`config.mk`:
```
export PLATFORM = sky130hd
export DESIGN_NAME = id_ex_stage
export DESIGN_NICKNAME = d
export VERILOG_FILES = /design/src/rtl/id_ex_stage.sv
export SDC_FILE = /design/constraint.sdc
export NUM_CORES = 1
export LEC_CHECK = 0
export CAP_MARGIN = 0
export CORE_AREA = 5 5 133 135
export CTS_BUF_LIST = sky130_fd_sc_hd__clkbuf_16
export DETAILED_ROUTE_END_ITERATION = 6
export DIE_AREA = 0 0 138 140
export GPL_ROUTABILITY_DRIVEN = 0
export PLACE_DENSITY = 0.85
export SLEW_MARGIN = 10
export SYNTH_ARGS = -nofsm -noshare
export SYNTH_HDL_FRONTEND = slang
export SYNTH_SLANG_ARGS = --single-unit
```
`constraint.sdc`:
```
create_clock -name clk -period 3.1 [get_ports clk]
set_input_delay 0.465 -clock clk [delete_from_list [all_inputs] [get_ports clk]]
set_output_delay 0.465 -clock clk [all_outputs]
set_load 0.005 [all_outputs]
```
`src/rtl/id_ex_stage.sv`:
```
// ID/EX pipeline register: captures decoded operands and control, detects
// load-use hazards, inserts bubbles on hazard or flush, and counts them.
module id_ex_stage #(
  parameter int DATA_W = 32,
  parameter int CNT_W  = 16
) (
  input  logic              clk,
  input  logic              reset,
  input  logic              id_valid,
  input  logic [DATA_W-1:0] id_PC,
  input  logic [DATA_W-1:0] id_RD1,
  input  logic [DATA_W-1:0] id_RD2,
  input  logic [DATA_W-1:0] id_Imm,
  input  logic [4:0]        id_rs1,
  input  logic [4:0]        id_rs2,
  input  logic [4:0]        id_rd,
  input  logic              id_uses_rs1,
  input  logic              id_uses_rs2,
  input  logic [2:0]        id_Funct3,
  input  logic [6:0]        id_Funct7,
  input  logic [1:0]        id_ALUOp,
  input  logic              id_ALUSrc,
  input  logic              id_MemRead,
  input  logic              id_MemWrite,
  input  logic              id_RegWrite,
  input  logic              id_MemtoReg,
  input  logic              id_Branch,
  input  logic              id_Jump,
  input  logic              flush,
  output logic              ex_valid,
  output logic [DATA_W-1:0] ex_PC,
  output logic [DATA_W-1:0] ex_RD1,
  output logic [DATA_W-1:0] ex_RD2,
  output logic [DATA_W-1:0] ex_Imm,
  output logic [4:0]        ex_rs1,
  output logic [4:0]        ex_rs2,
  output logic [4:0]        ex_rd,
  output logic [2:0]        ex_Funct3,
  output logic [6:0]        ex_Funct7,
  output logic [1:0]        ex_ALUOp,
  output logic              ex_ALUSrc,
  output logic              ex_MemRead,
  output logic              ex_MemWrite,
  output logic              ex_RegWrite,
  output logic              ex_MemtoReg,
  output logic              ex_Branch,
  output logic              ex_Jump,
  output logic              stall,
  output logic [CNT_W-1:0]  bubble_cnt
);

  logic load_use;
  logic bubble;

  function automatic logic [CNT_W-1:0] sat_inc(input logic [CNT_W-1:0] v);
    return (&v) ? v : v + CNT_W'(1);
  endfunction

  assign load_use = id_valid & ex_valid & ex_MemRead & (ex_rd != 5'd0) &
                    ((id_uses_rs1 & (id_rs1 == ex_rd)) |
                     (id_uses_rs2 & (id_rs2 == ex_rd)));
  // A flushed slot is discarded, so it never needs to hold upstream.
  assign stall  = load_use & ~flush;
  assign bubble = flush | load_use;

  // ID -> EX boundary; a bubble is an all-zero slot, which decodes as ADD
  always_ff @(posedge clk or negedge reset) begin
    if (!reset) begin
      ex_valid    <= 1'b0;
      ex_PC       <= '0;
      ex_RD1      <= '0;
      ex_RD2      <= '0;
      ex_Imm      <= '0;
      ex_rs1      <= '0;
      ex_rs2      <= '0;
      ex_rd       <= '0;
      ex_Funct3   <= '0;
      ex_Funct7   <= '0;
      ex_ALUOp    <= '0;
      ex_ALUSrc   <= 1'b0;
      ex_MemRead  <= 1'b0;
      ex_MemWrite <= 1'b0;
      ex_RegWrite <= 1'b0;
      ex_MemtoReg <= 1'b0;
      ex_Branch   <= 1'b0;
      ex_Jump     <= 1'b0;
      bubble_cnt  <= '0;
    end else if (bubble) begin
      ex_valid    <= 1'b0;
      ex_PC       <= '0;
      ex_RD1      <= '0;
      ex_RD2      <= '0;
      ex_Imm      <= '0;
      ex_rs1      <= '0;
      ex_rs2      <= '0;
      ex_rd       <= '0;
      ex_Funct3   <= '0;
      ex_Funct7   <= '0;
      ex_ALUOp    <= '0;
      ex_ALUSrc   <= 1'b0;
      ex_MemRead  <= 1'b0;
      ex_MemWrite <= 1'b0;
      ex_RegWrite <= 1'b0;
      ex_MemtoReg <= 1'b0;
      ex_Branch   <= 1'b0;
      ex_Jump     <= 1'b0;
      bubble_cnt  <= sat_inc(bubble_cnt);
    end else begin
      ex_valid    <= id_valid;
      ex_PC       <= id_PC;
      ex_RD1      <= id_RD1;
      ex_RD2      <= id_RD2;
      ex_Imm      <= id_Imm;
      ex_rs1      <= id_rs1;
      ex_rs2      <= id_rs2;
      ex_rd       <= id_rd;
      ex_Funct3   <= id_Funct3;
      ex_Funct7   <= id_Funct7;
      ex_ALUOp    <= id_ALUOp;
      ex_ALUSrc   <= id_ALUSrc;
      ex_MemRead  <= id_MemRead;
      ex_MemtoReg <= id_MemtoReg;
      // Invalid slots must never commit or redirect.
      ex_MemWrite <= id_MemWrite & id_valid;
      ex_RegWrite <= id_RegWrite & id_valid;
      ex_Branch   <= id_Branch & id_valid;
      ex_Jump     <= id_Jump & id_valid;
    end
  end

endmodule

```
==> results by group <==
Outcome
  • Run status: complete, no violations

Synthesis
  • Post-Synth Adder-Cell Area: 0.203%
  • Top cell type's share of synthesized area: roughly 73%
  • Synth Flop Type: dfrtp_1
  • Top post-synthesis cells by area: dfrtp_1, and2_1, xor2_1
  • Sequential area share after synthesis: 72.8%
  • Mapped Area: 6150 µm²
  • Cells after Synth: 438
  • Distinct cell type count after synthesis: 30
  • Mean Syn Cell Area: 14.1 µm²
  • Synth Area in Compound Gates: 1.12%
  • Largest family of logic cells by synthesized area: simple AND/OR/NAND/NOR gates
  • Mux cell area share after synthesis: less than 1%
  • FF+latch count, synth: about 180
  • YS warnings: 0
  • Synth area leader: dfrtp_1
  • Post-Synth XOR/XNOR Area: under 10%
  • Synth top cells by count: dfrtp_1, and2_1, nand2_1
  • Post-Synthesis Net Count: 607
  • Simple logic cell fraction of the synthesized area: about a fifth
  • Count leader, synth: dfrtp_1
  • Post-synth EDFFs: 0
  • Asr flop ratio synth: 100%

Clock network
  • CTS tree: yes
  • Clock Latency Late Sink: between 0.4 and 0.5 ns
  • PostCTS Resize Cnt: 0
  • Root Driver: clkbuf_16
  • H-tree depth: 4
  • Total setup buffers inserted after CTS: 0
  • Num CTS Buffers: 17
  • Worst-path clk slew: 0.07 ns
  • Clock Tree Buf Depth: 2
  • # hold bufs at CTS: 0
  • Clk sinks: 179

Die
  • FP Rows: 47
  • I/O Pins: 348
  • Core Box Area: 16,300 µm²
  • Die Span X: 138 µm
  • Starting Density: 37.6%
  • Die ar.: about 19,000 µm²
  • Die H: 140 µm

STA
  • Slew HR: 56.0%
  • Final Cycle Share: a little over four fifths
  • Fin crit period: 2.62 ns
  • Total negative slack: 0 ns
  • Fmax: between 300 and 400 MHz
  • Max Slew Vio Count: 0
  • Final hold vios: 0
  • Unrepaired setup endpoints after global routing: false
  • Setup violations, final: 0
  • Final Skew: 0.0158 ns
  • Worst-margin pin slew: around 0.66 ns

Drt
  • Routed met1 length: 6700 µm
  • Wire per inst: 17.3 µm
  • Met2 routed WL: 9130 µm
  • Post-route DRC violation count: 0
  • Final WL: 17,700 µm
  • Antenna-violating nets left: 0
  • Met3 wire len: 1410 µm
  • Top sig layer: met4
  • Iteration-0 DRC Markers: approximately 130
  • DR vias: 4,448
  • Via density: roughly 4.4
  • DRT Pass-1 Iters: 4

Final layout
  • Area grow syn2layout: 69.7%
  • Final #Nets: 959
  • Antenna diodes: 0
  • Layout cells sized above 1: under 10%

Power and ir drop
  • Peak supply drop: 488 µV
  • PwrDens: 530 nW/µm²
  • Leakage: 0.00452 µW
  • Overall power: 5540 µW

Setup path
  • CP Class: in2out
  • Arr. time, crit path: 2.16 ns
  • CP Capture Type: output port
  • Worst Path Buf+Inv: 2
  • Cell family with most CP delay: buffers and inverters
  • CP Max Fanout: 2
  • Critical Path RT: 2.63 ns
  • CP max stage cell: clkdlybuf4s50_1
  • Worst path max stage delay: between 0.5 and 0.6 ns
  • R2r endpoint: ex_rs1[1]
  • CP most frequent cell: clkdlybuf4s50_1
  • R2R cell count: 6
  • Worst-path cell chain: clkdlybuf4s50_1 -> xnor2_1 -> nand4_1 -> o22ai_2 -> nand2_1 -> nor2_1 -> clkdlybuf4s50_1
  • Worst reg2reg setup slack: 0.98 ns
  • FF-to-FF Start: ex_rd[2]
  • Worst setup SP type: input pin

GRT
  • Antenna violations before repair: 0
  • Pin count of the biggest net entering global routing: 82
  • Number of global-route vias before repair: 4,676
  • Congestion Overflow GR: 0
  • GRT Total Usage: a little under a fifth
  • First-pass GRT wire length: 27,300 µm

Placed design
  • Final HPWL DP: ~14,000 µm
  • Port buffer count: 347

Hold path
  • Min-delay worst type: in2async

Flow run
  • # Max-Cap Violations: 0
[power by group]
group	switching (µW)	internal [µW]	total (µW)
sequential	121	2500	2630
combinational	297	596	893
clock	908	1110	2020
total	1330	4210	5540
[placed cells by master, fill, tap and decap left out, types with 2 or more instances in the layout]
cell type | netlist | final
and2_1 | 159 | 159
and3_1 | 5 | 5
buf_12 | 0 | 3
buf_4 | 0 | 2
clkbuf_16 | 0 | 17
clkdlybuf4s50_1 | 0 | 346
clkinv_4 | 0 | 2
clkinvlp_4 | 0 | 5
dfrtp_1 | 179 | 179
inv_1 | 0 | 2
inv_6 | 0 | 3
mux2_2 | 2 | 2
nand2_1 | 12 | 12
nand3_1 | 4 | 4
nand4_1 | 5 | 5
nor2_1 | 8 | 8
nor3_1 | 4 | 4
nor4_2 | 3 | 3
nor4b_1 | 2 | 2
o21ai_0 | 2 | 2
o31ai_1 | 2 | 2
xnor2_1 | 10 | 10
xor2_1 | 11 | 11
[metal layers]
metal / global-route usage [%] / vias to the layer above
met5: 0 / -
met4: 6.97 / 0
met3: 6.82 / 29
met2: 32.0 / 208
met1: 20.2 / 2136
li1: - / 2075
[sequential cells by signal (all words and copies together) (netlist names), 2 cells and up]
signal,count
ex_ALUOp,2
ex_Imm,32
ex_PC,32
ex_RD2,32
ex_rs2,5
bubble_cnt,16
ex_rd,5
ex_RD1,32
ex_Funct3,3
ex_Funct7,7
ex_rs1,5
[worst max-delay path by stage]
| stage | to | slack (ns) | depth (start not counted) | from |
|---|---|---|---|---|
| floorplan | bubble_cnt[1] | 1.24 | 7 | bubble_cnt[0] |
| global placement | stall | 0.48 | 7 | id_rs1[1] |
| detailed placement | stall | 0.49 | 6 | id_valid |
| CTS | stall | 0.49 | 7 | id_rs1[2] |
| global route | stall | 0.38 | 7 | id_rs1[2] |
| finish | stall | 0.48 | 7 | id_rs1[2] |
[cell type report]
type                            count  area (µm²)
Fill cell                        1253        5910
Tap cell                          220         275
Clock buffer                       17         425
Clock inverter                     14         130
Sequential cell                   179        4480
Multi-Input combinational cell    240        1580
Timing Repair Buffer              352        3550
[per-stage QoR]
step	worst slack, ns	cells	area, µm²	hold slack, ns	util [%]
final	0.477	1022	10400	0.0241	63.9
after global routing	0.381	1022	10400	0.0813	63.9
after CTS	0.490	1022	10400	0.0440	63.9
after detailed placement	0.493	991	9890	0.494	60.5
after global placement	0.483	991	9890	0.489	60.5
after floorplan	1.24	438	6150	0.169	-
[cells by family after synthesis]
kind of cell / count (synthesis)
simple gates: 207
flops: 179
xor+xnor: 21
buf+inv: 19
compound gates: 8
mux: 3
fa+ha+maj: 1
Note: power is estimated with default switching activity, not from simulation.
